[src/rtl/jt51_mixacc_pkg.sv]
// Shared types and helpers for the jt51 operator accumulator / stereo mixer.
// Holds the phase and state encodings, carrier decode and a width-generic saturator.
package jt51_mixacc_pkg;

    typedef enum logic [1:0] {
        PH_M1 = 2'd0,
        PH_M2 = 2'd1,
        PH_C1 = 2'd2,
        PH_C2 = 2'd3
    } phase_e;

    typedef enum logic {
        ST_UNLOCKED = 1'b0,
        ST_RUN      = 1'b1
    } state_e;

    // Working width for saturation; callers sign-extend into it and slice back out.
    localparam int SAT_W = 64;

    // Which phases feed the channel output for each connection algorithm.
    function automatic logic is_carrier(input logic [2:0] con, input phase_e ph);
        case (ph)
            PH_M1:   is_carrier = (con == 3'd7);
            PH_M2:   is_carrier = (con >= 3'd5);
            PH_C1:   is_carrier = (con >= 3'd4);
            default: is_carrier = 1'b1;
        endcase
    endfunction

    // Clamp x to the signed range of a w-bit value (w < SAT_W).
    function automatic logic signed [SAT_W-1:0] sat_s(input logic signed [SAT_W-1:0] x,
                                                      input int unsigned w);
        logic signed [SAT_W-1:0] hi;
        logic signed [SAT_W-1:0] lo;
        hi = (64'sd1 <<< (w - 1)) - 64'sd1;
        lo = -hi - 64'sd1;
        if (x > hi)      sat_s = hi;
        else if (x < lo) sat_s = lo;
        else             sat_s = x;
    endfunction

endpackage

[src/rtl/jt51_mixacc_chsh.sv]
// CH-deep signed shift register holding one running accumulator per channel.
// The head entry is reloaded or saturating-accumulated with din_i and pushed back in.
module jt51_mixacc_chsh
    import jt51_mixacc_pkg::*;
#(
    parameter int W     = 16,
    parameter int DEPTH = 8
) (
    input  logic                clk,
    input  logic                rst,
    input  logic                cen_i,
    input  logic                load_i,
    input  logic                acc_i,
    input  logic signed [W-1:0] din_i,
    output logic signed [W-1:0] next_o
);

    logic signed [W-1:0]     sh_q [DEPTH];
    logic signed [W-1:0]     head;
    logic signed [SAT_W-1:0] head_w;
    logic signed [SAT_W-1:0] din_w;
    logic signed [SAT_W-1:0] sum_w;

    assign head = sh_q[DEPTH-1];

    always_comb begin
        head_w = {{(SAT_W-W){head[W-1]}}, head};
        din_w  = {{(SAT_W-W){din_i[W-1]}}, din_i};
        sum_w  = sat_s(head_w + din_w, W);
        if (load_i)
            next_o = acc_i ? din_i : '0;
        else if (acc_i)
            next_o = sum_w[W-1:0];
        else
            next_o = head;
    end

    always_ff @(posedge clk) begin
        if (rst) begin
            // NOTE: this array is reset because accumulators must read 0 after reset;
            // large RAM-style memories normally stay unreset so they map to block RAM.
            for (int i = 0; i < DEPTH; i++)
                sh_q[i] <= '0;
        end else if (cen_i) begin
            sh_q[0] <= next_o;
            for (int i = 1; i < DEPTH; i++)
                sh_q[i] <= sh_q[i-1];
        end
    end

endmodule

[src/rtl/jt51_mixacc.sv]
// Time-multiplexed operator accumulator and stereo mixer: one saturated L/R sample per frame.
// Optional per-channel tap enabled by defining JT51_MIXACC_CHOUT_EN.
module jt51_mixacc
    import jt51_mixacc_pkg::*;
#(
    parameter int CH   = 8,
    parameter int OPS  = 4,
    parameter int OPW  = 14,
    parameter int ACCW = 16,
    parameter int OUTW = 16
) (
    input  logic                   clk,
    input  logic                   rst,
    input  logic                   cen,
    input  logic                   frame_start,
    input  logic [2:0]             con,
    input  logic [1:0]             rl,
    input  logic signed [OPW-1:0]  op_in,
    output logic signed [OUTW-1:0] left,
    output logic signed [OUTW-1:0] right,
    output logic                   out_valid
`ifdef JT51_MIXACC_CHOUT_EN
    ,
    output logic signed [ACCW-1:0]   ch_out,
    output logic [$clog2(CH)-1:0]    ch_idx,
    output logic                     ch_valid
`endif
);

    localparam int CHW   = $clog2(CH);
    localparam int SLOTS = OPS * CH;
    localparam int CW    = $clog2(SLOTS);
    localparam int MIXW  = ACCW + CHW;

    state_e                  state_q;
    logic [CW-1:0]           cnt_q;
    logic signed [MIXW-1:0]  mixl_q, mixr_q;
    logic signed [OUTW-1:0]  left_q, right_q;
    logic                    out_valid_q;

    logic                    active;
    logic                    last;
    logic                    carrier;
    logic [CW-1:0]           cnt_eff;
    phase_e                  phase;
    logic [CHW-1:0]          chan;
    logic signed [ACCW-1:0]  din;
    logic signed [ACCW-1:0]  v;
    logic signed [MIXW-1:0]  v_ext;
    logic signed [MIXW-1:0]  mixl_d, mixr_d;
    logic signed [SAT_W-1:0] left_w, right_w;
    logic signed [OUTW-1:0]  left_d, right_d;

    // A frame_start slot always counts as slot 0, whether locking or resynchronising.
    always_comb begin
        // NOTE: every signal gets a default at the top so no path leaves it unassigned (no latch).
        cnt_eff = frame_start ? '0 : cnt_q;
        active  = cen && (frame_start || (state_q == ST_RUN));
        last    = (cnt_eff == CW'(SLOTS - 1));
        phase   = phase_e'(cnt_eff[CW-1:CHW]);
        chan    = cnt_eff[CHW-1:0];
        carrier = is_carrier(con, phase);
        din     = {{(ACCW-OPW){op_in[OPW-1]}}, op_in};
    end

    jt51_mixacc_chsh #(
        .W     (ACCW),
        .DEPTH (CH)
    ) u_chsh (
        .clk    (clk),
        .rst    (rst),
        .cen_i  (active),
        .load_i (phase == PH_M1),
        .acc_i  (carrier),
        .din_i  (din),
        .next_o (v)
    );

    // Partial sums are dropped on frame_start; only phase C2 slots contribute.
    always_comb begin
        v_ext  = {{CHW{v[ACCW-1]}}, v};
        mixl_d = frame_start ? '0 : mixl_q;
        mixr_d = frame_start ? '0 : mixr_q;
        if (phase == PH_C2) begin
            if (rl[0]) mixl_d = mixl_d + v_ext;
            if (rl[1]) mixr_d = mixr_d + v_ext;
        end
        left_w  = sat_s({{(SAT_W-MIXW){mixl_d[MIXW-1]}}, mixl_d}, OUTW);
        right_w = sat_s({{(SAT_W-MIXW){mixr_d[MIXW-1]}}, mixr_d}, OUTW);
        left_d  = left_w[OUTW-1:0];
        right_d = right_w[OUTW-1:0];
    end

    always_ff @(posedge clk) begin
        if (rst) begin
            state_q     <= ST_UNLOCKED;
            cnt_q       <= '0;
            mixl_q      <= '0;
            mixr_q      <= '0;
            left_q      <= '0;
            right_q     <= '0;
            out_valid_q <= 1'b0;
        end else begin
            out_valid_q <= 1'b0;
            if (active) begin
                state_q <= ST_RUN;
                cnt_q   <= cnt_eff + 1'b1;
                if (last) begin
                    left_q      <= left_d;
                    right_q     <= right_d;
                    mixl_q      <= '0;
                    mixr_q      <= '0;
                    out_valid_q <= 1'b1;
                end else begin
                    mixl_q <= mixl_d;
                    mixr_q <= mixr_d;
                end
            end
        end
    end

    assign left      = left_q;
    assign right     = right_q;
    assign out_valid = out_valid_q;

`ifdef JT51_MIXACC_CHOUT_EN
    logic signed [ACCW-1:0] ch_out_q;
    logic [CHW-1:0]         ch_idx_q;
    logic                   ch_valid_q;

    always_ff @(posedge clk) begin
        if (rst) begin
            ch_out_q   <= '0;
            ch_idx_q   <= '0;
            ch_valid_q <= 1'b0;
        end else begin
            ch_valid_q <= 1'b0;
            if (active && (phase == PH_C2)) begin
                ch_out_q   <= v;
                ch_idx_q   <= chan;
                ch_valid_q <= 1'b1;
            end
        end
    end

    assign ch_out   = ch_out_q;
    assign ch_idx   = ch_idx_q;
    assign ch_valid = ch_valid_q;
`endif

endmodule
[config.mk]
export PLATFORM = sky130hd
export DESIGN_NAME = jt51_mixacc
export DESIGN_NICKNAME = d
export VERILOG_FILES = /design/src/rtl/jt51_mixacc_pkg.sv /design/src/rtl/jt51_mixacc_chsh.sv /design/src/rtl/jt51_mixacc.sv
export SDC_FILE = /design/constraint.sdc
export NUM_CORES = 1
export LEC_CHECK = 0
export CORE_MARGIN = 4
export CORE_UTILIZATION = 25
export DETAILED_ROUTE_END_ITERATION = 8
export PLACE_DENSITY = 0.47
export SYNTH_ARGS = -nofsm -noshare
export SYNTH_HDL_FRONTEND = slang
export SYNTH_SLANG_ARGS = --single-unit
export TNS_END_PERCENT = 10
[constraint.sdc]
create_clock -name clk -period 7.9 [get_ports clk]
set_input_delay 0.79 -clock clk [delete_from_list [all_inputs] [get_ports clk]]
set_output_delay 0.79 -clock clk [all_outputs]
set_load 0.01 [all_outputs]
==> summary.md <==
| Metric | Value |
|---|---|
| Status | finished clean |
| Clock latency on the worst-skew pair | 540 ps |
| Slew Viols, Final | 0 |
| DRT Pass-1 Iters | 5 |
| Simple-gate area share of the yosys netlist | 20.0% |
| Cells after Synth | 1106 |
| Hold slack | 453 ps |
| Worst Hold Class | reg -> reg |
| Syn_nets | 1186 |
| Synthesized area per cell | 10.2 um^2 |
| Root Driver | clkbuf_16 |
| Sequential area share after synthesis | 47.9% |
| R2R Setup Slk | 1130 ps |
| Pwr per Cell Area | 194 mW/mm^2 |
| Met3 GRT Util | 1.70% |
| Endpoints failing setup | 0 |
| Fmax | 142 MHz |
| First-pass GRT wire length | 46100 um |
| Crit path max fanout | 15 |
| Worst endpoint required time | 8360 ps |
| Synth cell types | 74 |
| Row count | 77 |
| Post-synthesis mux area share | 1.64% |
| Post-synth EDFFs | 128 |
| Gr busiest metal | met2 |
| Worst path bufs/invs | 4 |
| Via density per instance | 4.67 |
| Crit-path leading delay family | compound AO/OA/AOI/OAI gates |
| RSZ-0062 raised after global routing | false |
| Resize count post-CTS | 0 |
| CTS Buffer Depth | 3 |
| Final clock skew | 36.9 ps |
| Setup TNS | 0 ps |
| P&R area growth vs syn | 17.7% |
| Setup Crit Path Kind | in -> reg |
| Number of antenna diodes | 0 |
| Crit end category | flop |
| Starting density of the core | 25.4% |
| Number of port buffers | 55 |
| Die height | 220 um |
| Synth Flop Type | edfxtp_1 |
| Area of the die | 0.0484 mm^2 |
| Layout cells sized above 1 | 8.83% |
| Lkg Pwr | 5.06 nW |
| FF+latch count, synth | 205 |
| Slowest stage delay, CP | 830 ps |
| Met1 GRT Util | 16.9% |
| Total gr overflow | 0 |
| Maxcap violations | 0 |
| Worst Tran Pin Value | 1150 ps |
| Total Wirelength | 29500 um |
| Fin crit period | 7060 ps |
| Post-CTS Setup Bufs | 0 |
| Largest family of logic cells by synthesized area | simple AND/OR/NAND/NOR gates |
| Vias in the first global route | 8035 |
| WL per Instance | 16.8 um |
| Num CTS Buffers | 25 |
| Starting DRT DRC Count | 554 |
| Max VDD drop | 0.120 mV |
| Post-Synth XOR/XNOR Area | 2.96% |
| CTS HTree Levels | 1 |
| Total power | 2.56 mW |
| Clk pin slew, worst setup/hold paths | 60 ps |
| Nets@finish | 1233 |
| Gpl congestion | 0.850 |
| Share of synthesized flip-flops with an asynchronous set or reset | 0% |
| Compound-Gate Fraction of Synth Area | 18.2% |
| CP arrival | 7520 ps |
| Largest net degree at the start of global routing | 90 |
| Detailed-route DRC error count | 0 |
| Detailed placer's ending HPWL | 20300 um |
| Cell Area, Synth | 0.0112 mm^2 |
| I/O pin count | 56 |
| Clock Sinks | 205 |
| Slew HR | 23.5% |
| Synthesized-area fraction occupied by adder cells | 6.55% |
| TritonCTS clock tree | yes |
| Gr usage total | 12.1% |
| Via count | 8223 |
| CTS Hold Bufs | 0 |
| Startpoint Class | input pin |
| GR Util met2 | 19.5% |
| Fin crit share | 89.4% |
| Ys Warns | 0 |
| Core Box Area | 0.0443 mm^2 |
| Slowest cell on crit path | o221ai_2 |
| Initial antenna violation count | 4 |
| Final ANT Viol Nets | 0 |
| Die Width | 220 um |
| Final Hold Fails | 0 |
## tightest hold or removal path: stages (launching register included)
cell     delay (ps)
dfxtp_1         320
nand2_1          40
o21ai_0          60
## layer usage
layer	part of all wire [%]	vias to the layer above
met5	0	-
met4	2.0	0
met3	3.7	22
met2	46	124
met1	48	3971
li1	-	4106
## through the flow
| stage | area (um^2) | utilization (%) | setup slack, ps | cells |
|---|---|---|---|---|
| 2_1_floorplan | 11200 | - | 1920 | 1106 |
| 3_3_place_gp | 12400 | 28.1 | 455 | 1718 |
| 3_5_place_dp | 12400 | 28.1 | 303 | 1718 |
| 4_1_cts | 13200 | 29.9 | 880 | 1759 |
| 5_1_grt | 13200 | 29.9 | 108 | 1759 |
| 6_report | 13200 | 29.9 | 839 | 1759 |
## state kept, by name, summed over array words and instances, names as in the netlist
register,flops
cnt_q,5
left,16
mixl_q,19
mixr_q,19
out_valid,1
right,16
state_q,1
u_chsh.sh_q,128
## synth_stat cells (11+ instances only)
| master | number | area share (%) |
|---|---|---|
| o21a_1 | 16 | 1.1 |
| clkbuf_1 | 45 | 1.5 |
| nor2b_1 | 77 | 4.3 |
| o21ai_0 | 56 | 2.5 |
| xor2_1 | 17 | 1.3 |
| ha_1 | 54 | 6.0 |
| dfxtp_1 | 77 | 14 |
| and2_1 | 92 | 5.1 |
| a211oi_1 | 23 | 1.5 |
| nor2_1 | 89 | 3.0 |
| nand2_1 | 79 | 2.6 |
| xnor2_1 | 21 | 1.6 |
| a21oi_1 | 47 | 2.1 |
| nor3_1 | 22 | 0.98 |
| a21oi_2 | 11 | 0.86 |
| mux2_2 | 11 | 1.1 |
| nand3_1 | 14 | 0.62 |
| inv_1 | 23 | 0.77 |
| a21o_1 | 20 | 1.3 |
| edfxtp_1 | 128 | 34 |
| a22o_1 | 31 | 2.4 |
## layout by cell type (no fill, tap or decap), types with 17 or more instances in the layout
master,instances
dfxtp_1,77
buf_4,17
xnor2_1,21
o21ai_0,56
clkdlybuf4s50_1,53
xor2_1,17
nor2_1,86
and2_1,92
nor2b_1,77
a21o_1,20
clkbuf_16,25
inv_1,22
nor3_1,22
a22o_1,31
a211oi_1,23
a21oi_1,47
ha_1,54
nand2_1,79
edfxtp_1,128
## final timing paths
path / start / to / cells after the start
max: op_in[0] / left[4] / 27
min: mixl_q[15] / mixl_q[15] / 2
max reg2reg: u_chsh.sh_q[0][112] / left[4] / 26
min reg2reg: mixl_q[15] / mixl_q[15] / 2
## logic make-up (layout without fill, tap and decap cells)
kind of cell             count (synthesis)  after routing
AND/OR/NAND/NOR                        424            424
AO/OA/AOI/OAI                          289            289
flip-flops                             205            205
buffers and inverters                   76            137
adder cells (fa/ha/maj)                 57             57
XOR/XNOR                                38             38
multiplexers                            17             17
## cell type report
class,instances,area [um^2]
Clock buffer,29,641
Fill cell,4645,31100
Clock inverter,12,141
Tap cell,592,741
Multi-Input combinational cell,825,5560
Inverter,24,92.6
Timing Repair Buffer,72,668
Sequential cell,205,5390
## power breakdown
part	leakage, nW	internal [mW]	switching, mW	total [mW]
combinational	2.68	0.0847	0.156	0.241
clock	0.378	0.673	0.444	1.12
sequential	2.00	1.19	0.0127	1.20
total	5.06	1.95	0.613	2.56
Note: power is estimated with default switching activity, not from simulation.
